### config.mk
export PLATFORM = sky130hd
export DESIGN_NAME = keypad_encoder
export DESIGN_NICKNAME = d
export VERILOG_FILES = /design/src/rtl/keypad_pkg.sv /design/src/rtl/keypad_debounce.sv /design/src/rtl/keypad_encoder.sv
export SDC_FILE = /design/constraint.sdc
export NUM_CORES = 1
export LEC_CHECK = 0
export ABC_AREA = 1
export CORE_ASPECT_RATIO = 1.4
export CORE_MARGIN = 4
export CORE_UTILIZATION = 55
export DETAILED_ROUTE_END_ITERATION = 8
export GPL_ROUTABILITY_DRIVEN = 0
export GPL_TIMING_DRIVEN = 0
export PLACE_DENSITY_LB_ADDON = 0.25
export SLEW_MARGIN = 0
export SYNTH_ARGS = -nofsm -noshare
export SYNTH_HDL_FRONTEND = slang
export SYNTH_HIERARCHICAL = 1
export SYNTH_SLANG_ARGS = --single-unit
### constraint.sdc
create_clock -name clk -period 4 [get_ports clk]
set_clock_uncertainty 0.05 [all_clocks]
set_input_delay 0.6 -clock clk [delete_from_list [all_inputs] [get_ports clk]]
set_output_delay 0.6 -clock clk [all_outputs]
set_load 0.02 [all_outputs]
### src/rtl/keypad_pkg.sv
// keypad_pkg: shared widths, digit FSM state type and the one-hot to
// digit-code helper used by the keypad encoder.
package keypad_pkg;

  localparam int KEY_CODE_W = 2;
  localparam int NUM_KEYS   = 4;

  typedef enum logic [1:0] {
    IDLE    = 2'd0,
    PRESSED = 2'd1,
    LOCKOUT = 2'd2
  } state_e;

  // Index of the highest set bit; callers only use it when exactly one bit is set.
  function automatic logic [KEY_CODE_W-1:0] onehot_to_code(input logic [NUM_KEYS-1:0] onehot);
    logic [KEY_CODE_W-1:0] code;
    code = '0;
    for (int i = 0; i < NUM_KEYS; i++) begin
      if (onehot[i]) code = KEY_CODE_W'(i);
    end
    return code;
  endfunction

endpackage

### src/rtl/keypad_debounce.sv
// keypad_debounce: one button line. A 2-FF synchronizer followed by a
// debouncer whose output level only follows the synchronized input after it
// has disagreed for DEBOUNCE_CYCLES consecutive cycles.
module keypad_debounce #(
  parameter int DEBOUNCE_CYCLES = 500000
) (
  input  logic clk,
  input  logic reset,
  input  logic raw_i,
  output logic level_o
);

  localparam int CNT_W = $clog2(DEBOUNCE_CYCLES);
  localparam logic [CNT_W-1:0] CNT_LAST = CNT_W'(DEBOUNCE_CYCLES - 1);

  if (DEBOUNCE_CYCLES < 2) begin : g_bad_debounce
    $error("keypad_debounce: DEBOUNCE_CYCLES must be at least 2");
  end

  logic             sync1_q;
  logic             sync2_q;
  logic             level_q;
  logic             level_d;
  logic [CNT_W-1:0] cnt_q;
  logic [CNT_W-1:0] cnt_d;

  // Count consecutive disagreeing samples; any agreeing sample restarts the count.
  always_comb begin
    level_d = level_q;
    cnt_d   = '0;
    if (sync2_q != level_q) begin
      if (cnt_q == CNT_LAST) begin
        level_d = sync2_q;
      end else begin
        cnt_d = cnt_q + 1'b1;
      end
    end
  end

  // Synchronizer flops, debounced level and counter.
  always_ff @(posedge clk) begin
    if (reset) begin
      sync1_q <= 1'b0;
      sync2_q <= 1'b0;
      level_q <= 1'b0;
      cnt_q   <= '0;
    end else begin
      sync1_q <= raw_i;
      sync2_q <= sync1_q;
      level_q <= level_d;
      cnt_q   <= cnt_d;
    end
  end

  assign level_o = level_q;

endmodule

### src/rtl/keypad_encoder.sv
// keypad_encoder: debounces four digit buttons and an enter button, emits
// one input_value strobe per accepted digit with its code on bits, a
// compare pulse per enter press, and a saturating digit count.
// Optional feature macro: KEYPAD_ENCODER_AUTOREPEAT_EN (re-strobe a held key
// every REPEAT_CYCLES cycles).
module keypad_encoder
  import keypad_pkg::*;
#(
  parameter int DEBOUNCE_CYCLES = 500000,
  parameter int MAX_DIGITS      = 4,
  parameter int REPEAT_CYCLES   = 25000000
) (
  input  logic                  clk,
  input  logic                  reset,
  input  logic [NUM_KEYS-1:0]   key,
  input  logic                  enter,
  input  logic                  clear,
  output logic                  input_value,
  output logic [KEY_CODE_W-1:0] bits,
  output logic                  compare,
  output logic [2:0]            pw_length
);

  localparam logic [2:0] MAX_LEN = 3'(MAX_DIGITS);

  if (MAX_DIGITS < 1 || MAX_DIGITS > 7) begin : g_bad_max_digits
    $error("keypad_encoder: MAX_DIGITS must be in 1..7");
  end
  if (REPEAT_CYCLES < 1) begin : g_bad_repeat
    $error("keypad_encoder: REPEAT_CYCLES must be at least 1");
  end

  logic [NUM_KEYS-1:0]   key_db;
  logic                  enter_db;
  logic [2:0]            n_high;

  state_e                state_q;
  state_e                state_d;
  logic                  strobe_d;
  logic                  input_value_q;
  logic [KEY_CODE_W-1:0] bits_q;
  logic [KEY_CODE_W-1:0] bits_d;
  logic                  enter_prev_q;
  logic                  compare_q;
  logic                  compare_d;
  logic [2:0]            pw_length_q;
  logic [2:0]            pw_length_d;

  for (genvar g = 0; g < NUM_KEYS; g++) begin : g_key_db
    keypad_debounce #(
      .DEBOUNCE_CYCLES(DEBOUNCE_CYCLES)
    ) u_key_db (
      .clk    (clk),
      .reset  (reset),
      .raw_i  (key[g]),
      .level_o(key_db[g])
    );
  end

  keypad_debounce #(
    .DEBOUNCE_CYCLES(DEBOUNCE_CYCLES)
  ) u_enter_db (
    .clk    (clk),
    .reset  (reset),
    .raw_i  (enter),
    .level_o(enter_db)
  );

  assign n_high = 3'($countones(key_db));

`ifdef KEYPAD_ENCODER_AUTOREPEAT_EN
  localparam int REP_W = $clog2(REPEAT_CYCLES + 1);
  localparam logic [REP_W-1:0] REP_LAST = REP_W'(REPEAT_CYCLES - 1);

  logic [REP_W-1:0] rep_q;
  logic [REP_W-1:0] rep_d;
`endif

  // Digit FSM next state, strobe and code selection.
  always_comb begin
    state_d  = state_q;
    strobe_d = 1'b0;
    bits_d   = bits_q;
`ifdef KEYPAD_ENCODER_AUTOREPEAT_EN
    rep_d    = rep_q;
`endif
    case (state_q)
      IDLE: begin
        if (n_high == 3'd1) begin
          strobe_d = 1'b1;
          bits_d   = onehot_to_code(key_db);
          state_d  = PRESSED;
`ifdef KEYPAD_ENCODER_AUTOREPEAT_EN
          rep_d    = '0;
`endif
        end else if (n_high >= 3'd2) begin
          state_d = LOCKOUT;
        end
      end
      PRESSED: begin
        if (n_high == 3'd0) begin
          state_d = IDLE;
        end else if (n_high >= 3'd2) begin
          state_d = LOCKOUT;
        end
`ifdef KEYPAD_ENCODER_AUTOREPEAT_EN
        else if (rep_q == REP_LAST) begin
          strobe_d = 1'b1;
          rep_d    = '0;
        end else begin
          rep_d = rep_q + 1'b1;
        end
`endif
      end
      LOCKOUT: begin
        if (n_high == 3'd0) state_d = IDLE;
      end
      default: state_d = IDLE;
    endcase
  end

  // Enter edge detect and saturating digit count; clear wins over the old count.
  always_comb begin
    compare_d   = enter_db & ~enter_prev_q;
    pw_length_d = pw_length_q;
    if (clear) begin
      pw_length_d = strobe_d ? 3'd1 : 3'd0;
    end else if (strobe_d && (pw_length_q < MAX_LEN)) begin
      pw_length_d = pw_length_q + 3'd1;
    end
  end

  // State register and registered outputs.
  always_ff @(posedge clk) begin
    if (reset) begin
      state_q       <= IDLE;
      input_value_q <= 1'b0;
      bits_q        <= '0;
      enter_prev_q  <= 1'b0;
      compare_q     <= 1'b0;
      pw_length_q   <= '0;
`ifdef KEYPAD_ENCODER_AUTOREPEAT_EN
      rep_q         <= '0;
`endif
    end else begin
      state_q       <= state_d;
      input_value_q <= strobe_d;
      bits_q        <= bits_d;
      enter_prev_q  <= enter_db;
      compare_q     <= compare_d;
      pw_length_q   <= pw_length_d;
`ifdef KEYPAD_ENCODER_AUTOREPEAT_EN
      rep_q         <= rep_d;
`endif
    end
  end

  assign input_value = input_value_q;
  assign bits        = bits_q;
  assign compare     = compare_q;
  assign pw_length   = pw_length_q;

endmodule
---- After elaboration in Yosys (flattened, before gate mapping) ----
Index checks and enable logic that the tools add are counted.
word-level totals
  bits in registers ....................... 120
  input port bits ......................... 8
  output and inout port bits .............. 7
  logic and storage cells ................. 86
operators by class
  add/subtract/negate cells ............... 9
  $lt $le $gt $ge ......................... 2
  equality and inequality tests ........... 14
  multiplexer cells ....................... 13
  bitwise logic cells ..................... 7
  reduce and logical (&&, ||, !) cells .... 15
operator list
  operator                                             number
  adder 19 x 1 -> 19 bit, second input constant        5
  == test 19 bit, second input constant                5
  OR reduction 3 bit                                   5
  2-to-1 mux 2 bit                                     6
  AND reduction 2 bit                                  6
  2-to-1 mux 3 bit                                     2
  NOT 1 bit                                            6
  one-hot mux 2 bit (3 select lines)                   1
  inequality test 1 bit                                5
  adder 1 x 1 -> 2 bit                                 2
  2-to-1 mux 1 bit                                     4
  adder 2 x 2 -> 3 bit                                 1
  adder 3 x 1 -> 3 bit, second input constant          1
  == test 3 x 1 -> 1 bit, second input constant        1
  >= comparator 3 x 2 -> 1 bit, second input constant  1
  zero test 3 bit                                      1
  less-than comparator 3 bit, second input constant    1
  == test 2 x 1 -> 1 bit, second input constant        1
  == test 2 bit, second input constant                 1
  zero test 2 bit                                      1
  inequality test 2 bit, second input constant         1
  nonzero test 2 bit                                   1
  bitwise AND 1 bit                                    1
  logical AND 1 bit                                    1

---- Depth between registers and ports, before layout ----
  depth after elaboration ................. 8
  gate-level depth with buffers ........... 12
  gate-level depth less buffers ........... 12

---- By module ----
Netlist, hierarchy kept.
modules (own cells, without submodules)
  module                                      instances  cells an instance  area each (um^2)  seq. area each (um^2)
  keypad_debounce (g_key_db[0].u_key_db ...)  4          182                1203.7            440.4
  keypad_debounce (g_key_db[3].u_key_db)      1          181                1189.9            440.4
  keypad_encoder                              1          70                 545.5             200.2

---- Worst setup path after synthesis ----
OpenSTA, ideal clock, no wires.
  path kind ............................... reg2reg
  start ................................... reg g_key_db[0].u_key_db.level_q
  end ..................................... reg pw_length_q[1], in the netlist pw_length[1]
  library setup time ...................... 70 ps
  data arrival time ....................... 1948 ps
  required time ........................... 3880 ps
  slack ................................... 1933 ps
  cell stages (with the launch flop) ...... 12
  buffers on the path ..................... 0
  period minus slack after synthesis ...... 2067 ps
  cells stage by stage .................... dfxtp_1 -> inv_1 -> fa_1 -> inv_1 -> ha_1 -> inv_1 -> ha_1 -> inv_1 -> nand3_1 -> nor2_4 -> nand3b_1 -> a21oi_1
between the ends
  cells in the longest elaborated chain, start to end .. 7
ends and longest elaborated chain
  item                                        RTL line               text
  start, declared                             keypad_debounce.sv:22  logic level_q;
  start signal, assigned                      keypad_debounce.sv:50  level_q <= level_d;
  adder 1 x 1 -> 2 bit (implied by the code)  keypad_encoder.sv:69   assign n_high = 3'($countones(key_db));
  adder 2 x 2 -> 3 bit (implied by the code)  keypad_encoder.sv:69
  == test 3 x 1 -> 1 bit                      keypad_encoder.sv:89   if (n_high == 3'd1) begin
  2-to-1 mux 1 bit                            keypad_encoder.sv:89
  2-to-1 mux 1 bit                            keypad_encoder.sv:87   case (state_q)
  logical AND 1 bit                           keypad_encoder.sv:128  end else if (strobe_d && (pw_length_q < MAX_LEN)) begin
  nonzero test 2 bit (no line)                -
  end signal, assigned                        keypad_encoder.sv:151  pw_length_q <= pw_length_d;
  end, declared                               keypad_encoder.sv:46   logic [2:0] pw_length_q;
No other way between the ends.
A chain may end at the register's enable or synchronous reset.

---- Worst setup path in the final report ----
Ends and elaborated chain as after synthesis.

==> run_results.csv <==
group,metric,value,unit
run_status,outcome,"finished, final reports clean",
sta,tightest_slew,0.9147,ns
floorplanning,coreArea,11510,sq um
final_layout,nNetsFinal,1030,
floorplanning,die-area,13740,sq um
placed_design,hpwl,9.304,mm
floorplanning,rows,46,
critical_path,slowest_stage,"fa_1",
clock_tree,clk_latency,0.41,ns
grt,overflow,0,
route,via_per_inst,4.816,
synthesis,ys_types,23,
critical_path,start_kind,"flip-flop",
route,dr.pass1.iters,5,
critical_path,r2r_cells,11,
power,p_comb_share,1.6,%
critical_path,cp_common_cell,"inv_1",
synthesis,synth_top_area_share,36.68,%
worst_hold_path,whs_path_depth,1,
power,seqPwrFrac,43.2,%
clock_tree,clock_sinks,120,
worst_hold_path,hold_end,"compare",
power,p_int,2247,uW
worst_hold_path,worstHoldPathType,"flip-flop to flip-flop",
synthesis,syn_area,6550,sq um
synthesis,syn_inst,979,
final_layout,final_cells,1169,
worst_hold_path,min-delay-start,"enter_prev_q",
critical_path,reg2reg_to,"pw_length[1]",
sta,period_share,56.69,%
sta,rsz0062_at_grt,"false",
sta,hold_viol,0,
power,clkPwrFrac,55.3,%
clock_tree,cts_buffer_depth,2,
route,wl_per_cell,10.79,um
sta,post-route-min-period,2.268,ns
synthesis,synth_nets,997,
critical_path,worstPathArrival,2.54,ns
sta,final-setup-viol-count,0,
sta,relSlewSlack,38.83,%
power,p_leak,0.002870,uW
clock_tree,cts_resized,0,
power,p_sw,546.8,uW
power,powerDensity,373.9,nW/um^2
final_layout,antennaDiodeCount,0,
grt,first_global_vias,5330,
grt,grt.total_usage,20.16,%
critical_path,r2r-start,"g_key_db[0].u_key_db/level_o",
synthesis,avgSynthCellArea,6.691,sq um
critical_path,path_cells,"inv_1 -> fa_1 -> inv_1 -> ha_1 -> inv_1 -> ha_1 -> inv_1 -> nand3_1 -> nor2_4 -> nand3b_1 -> a21oi_1",
floorplanning,ios,15,
clock_tree,postCtsHoldBufs,0,
synthesis,yosysSeqAreaShare,36.68,%
critical_path,critPathKind,"flip-flop to flip-flop",
power,ir_drop,0.0002797,V
route,drtIter0Drc,202,
clock_tree,cts-root-buf,"clkbuf_16",
power,p_sw_share,19.57,%
final_layout,drive_gt1_share,14.44,%
floorplanning,die_y,137.1,um
critical_path,crit_fanout,4,
placed_design,dp.cells,1137,
synthesis,ys_ff_latch,120,
grt,grt_pass1_wl,22.38,mm
route,vias,5630,
clock_tree,clkSlewWorstSetupHoldPaths,0.05,ns
grt,grt_antenna_before_repair,0,
placed_design,port_buffers,14,
critical_path,reg2reg_slack,1.73,ns
synthesis,synth-warning-count,6,
critical_path,cp-end-kind,"flip-flop",
clock_tree,htree_levels,4,
clock_tree,cts_buffers,17,
floorplanning,chipWidth,100.2,um
synthesis,yosys-top-cells-area,"dfxtp_1 37%, nand2_1 13%, nor2_1 10%",
floorplanning,start_util,56.90,%
grt,grt_start_max_net_pins,23,
synthesis,yosys.area.top_type,"dfxtp_1",
sta,drv_slew,0,
clock_tree,postCtsSetupBuffers,0,
critical_path,critPathMaxStageDelay,0.53,ns
route,ant_nets,0,
route,wirelength,12.62,mm
route,post-route-drc-count,0,
critical_path,crit_required,4.27,ns
critical_path,critPathBufInv,4,
sta,fmax,441.0,MHz
sta,tns,0,ns
critical_path,cp_top_family,"adder cells",
final_layout,areaGrowthSynthToFinish,14.06,%
clock_tree,cts_tree,"built",
run,maxCapViolCount,0,
## registers in the layout (all words and copies together), names as in the netlist, 2 cells and up
| signal | count |
|---|---|
| bits | 2 |
| g_key_db.u_key_db/level_o | 4 |
| state_q | 2 |
| g_key_db.u_key_db/sync2_q | 4 |
| u_enter_db/cnt_q | 19 |
| g_key_db.u_key_db/cnt_q | 76 |
| g_key_db.u_key_db/sync1_q | 4 |
| pw_length | 3 |
## cell usage in the layout, fill, tap and decap left out, drive strengths merged, types with 5 or more instances in the layout
| cell type | instances |
|---|---|
| nor2 | 263 |
| ha | 9 |
| o21ai | 19 |
| or2 | 10 |
| inv | 155 |
| dfxtp | 120 |
| xnor2 | 10 |
| nand4 | 7 |
| nand2 | 239 |
| a21oi | 17 |
| buf | 5 |
| nor3 | 7 |
| clkdlybuf4s50 | 14 |
| nand3 | 80 |
| clkbuf | 24 |
| xor2 | 36 |
| clkinv | 5 |
## power by group through the flow
stage	Clock, uW	Combinational [uW]	Sequential [uW]
global route	1640	48.7	1210
finish	1540	43.4	1210
detailed placement	0	44.1	1230
CTS	1570	44.3	1210
global placement	0	43.7	1230
floorplan	0	27.2	1230
## through the flow
stage | hold slack [ns] | power (uW) | cell area, sq um | setup WS (ns) | util (%)
after CTS | 0.3466 | 2822 | 7471 | 1.705 | 64.90
after floorplan | 0.3243 | 1258 | 6550 | 1.933 | -
after detailed placement | 0.3393 | 1275 | 6870 | 1.400 | 59.68
after global routing | 0.3680 | 2894 | 7471 | 1.523 | 64.90
final | 0.3425 | 2793 | 7471 | 1.732 | 64.90
after global placement | 0.3302 | 1275 | 6870 | 1.418 | 59.68
## logic make-up (layout without fill, tap and decap cells)
kind of cell | count (synthesis) | after routing | share of synthesized area (%)
AND/OR/NAND/NOR | 607 | 607 | 41.93
XOR/XNOR | 46 | 46 | 6.151
AO/OA/AOI/OAI | 36 | 36 | 2.808
buffers and inverters | 160 | 206 | 10.41
flip-flops | 120 | 120 | 36.68
adder cells (fa/ha/maj) | 10 | 10 | 2.025
## routing by layer
metal | GRT usage [%] | vias to the layer above | wire [um]
li1 | - | 3026 | -
met2 | 36.03 | 88 | 6388
met1 | 22.39 | 2484 | 5501
met5 | 0 | - | 0
met3 | 5.150 | 32 | 381
met4 | 8.614 | 0 | 347
## worst max path at each step
stage | to | slack [ns] | from | cells past startpoint
6_report | pw_length[1] | 1.73 | g_key_db[0].u_key_db/level_o | 11
3_5_place_dp | u_enter_db/cnt_q[17] | 1.40 | reset | 7
4_1_cts | pw_length[1] | 1.70 | g_key_db[0].u_key_db/level_o | 11
5_1_grt | pw_length[1] | 1.52 | g_key_db[0].u_key_db/level_o | 11
3_3_place_gp | u_enter_db/cnt_q[17] | 1.42 | reset | 7
2_1_floorplan | pw_length[1] | 1.93 | g_key_db[0].u_key_db/level_o | 11
## final cells by class
| cell class | count | area, sq um |
|---|---|---|
| plain buffers | 5 | 100.1 |
| clock buffers | 24 | 481.7 |
| clock inverters | 8 | 118.9 |
| fillers | 1052 | 4040 |
| inverters | 155 | 581.8 |
| multi-input cells | 699 | 3466 |
| flip-flops and latches | 120 | 2402 |
| well taps | 144 | 180.2 |
| repair buffers | 14 | 140.1 |
## cell usage after synthesis (all sizes together)
cell      n
a21oi    17
buf       5
dfxtp   120
fa        1
ha        9
inv     155
nand2   239
nand3    80
nand3b    1
nand4     7
nor2    263
nor3      7
o21ai    19
or2      10
xnor2    10
xor2     36
(Power assumes the default switching activity.)
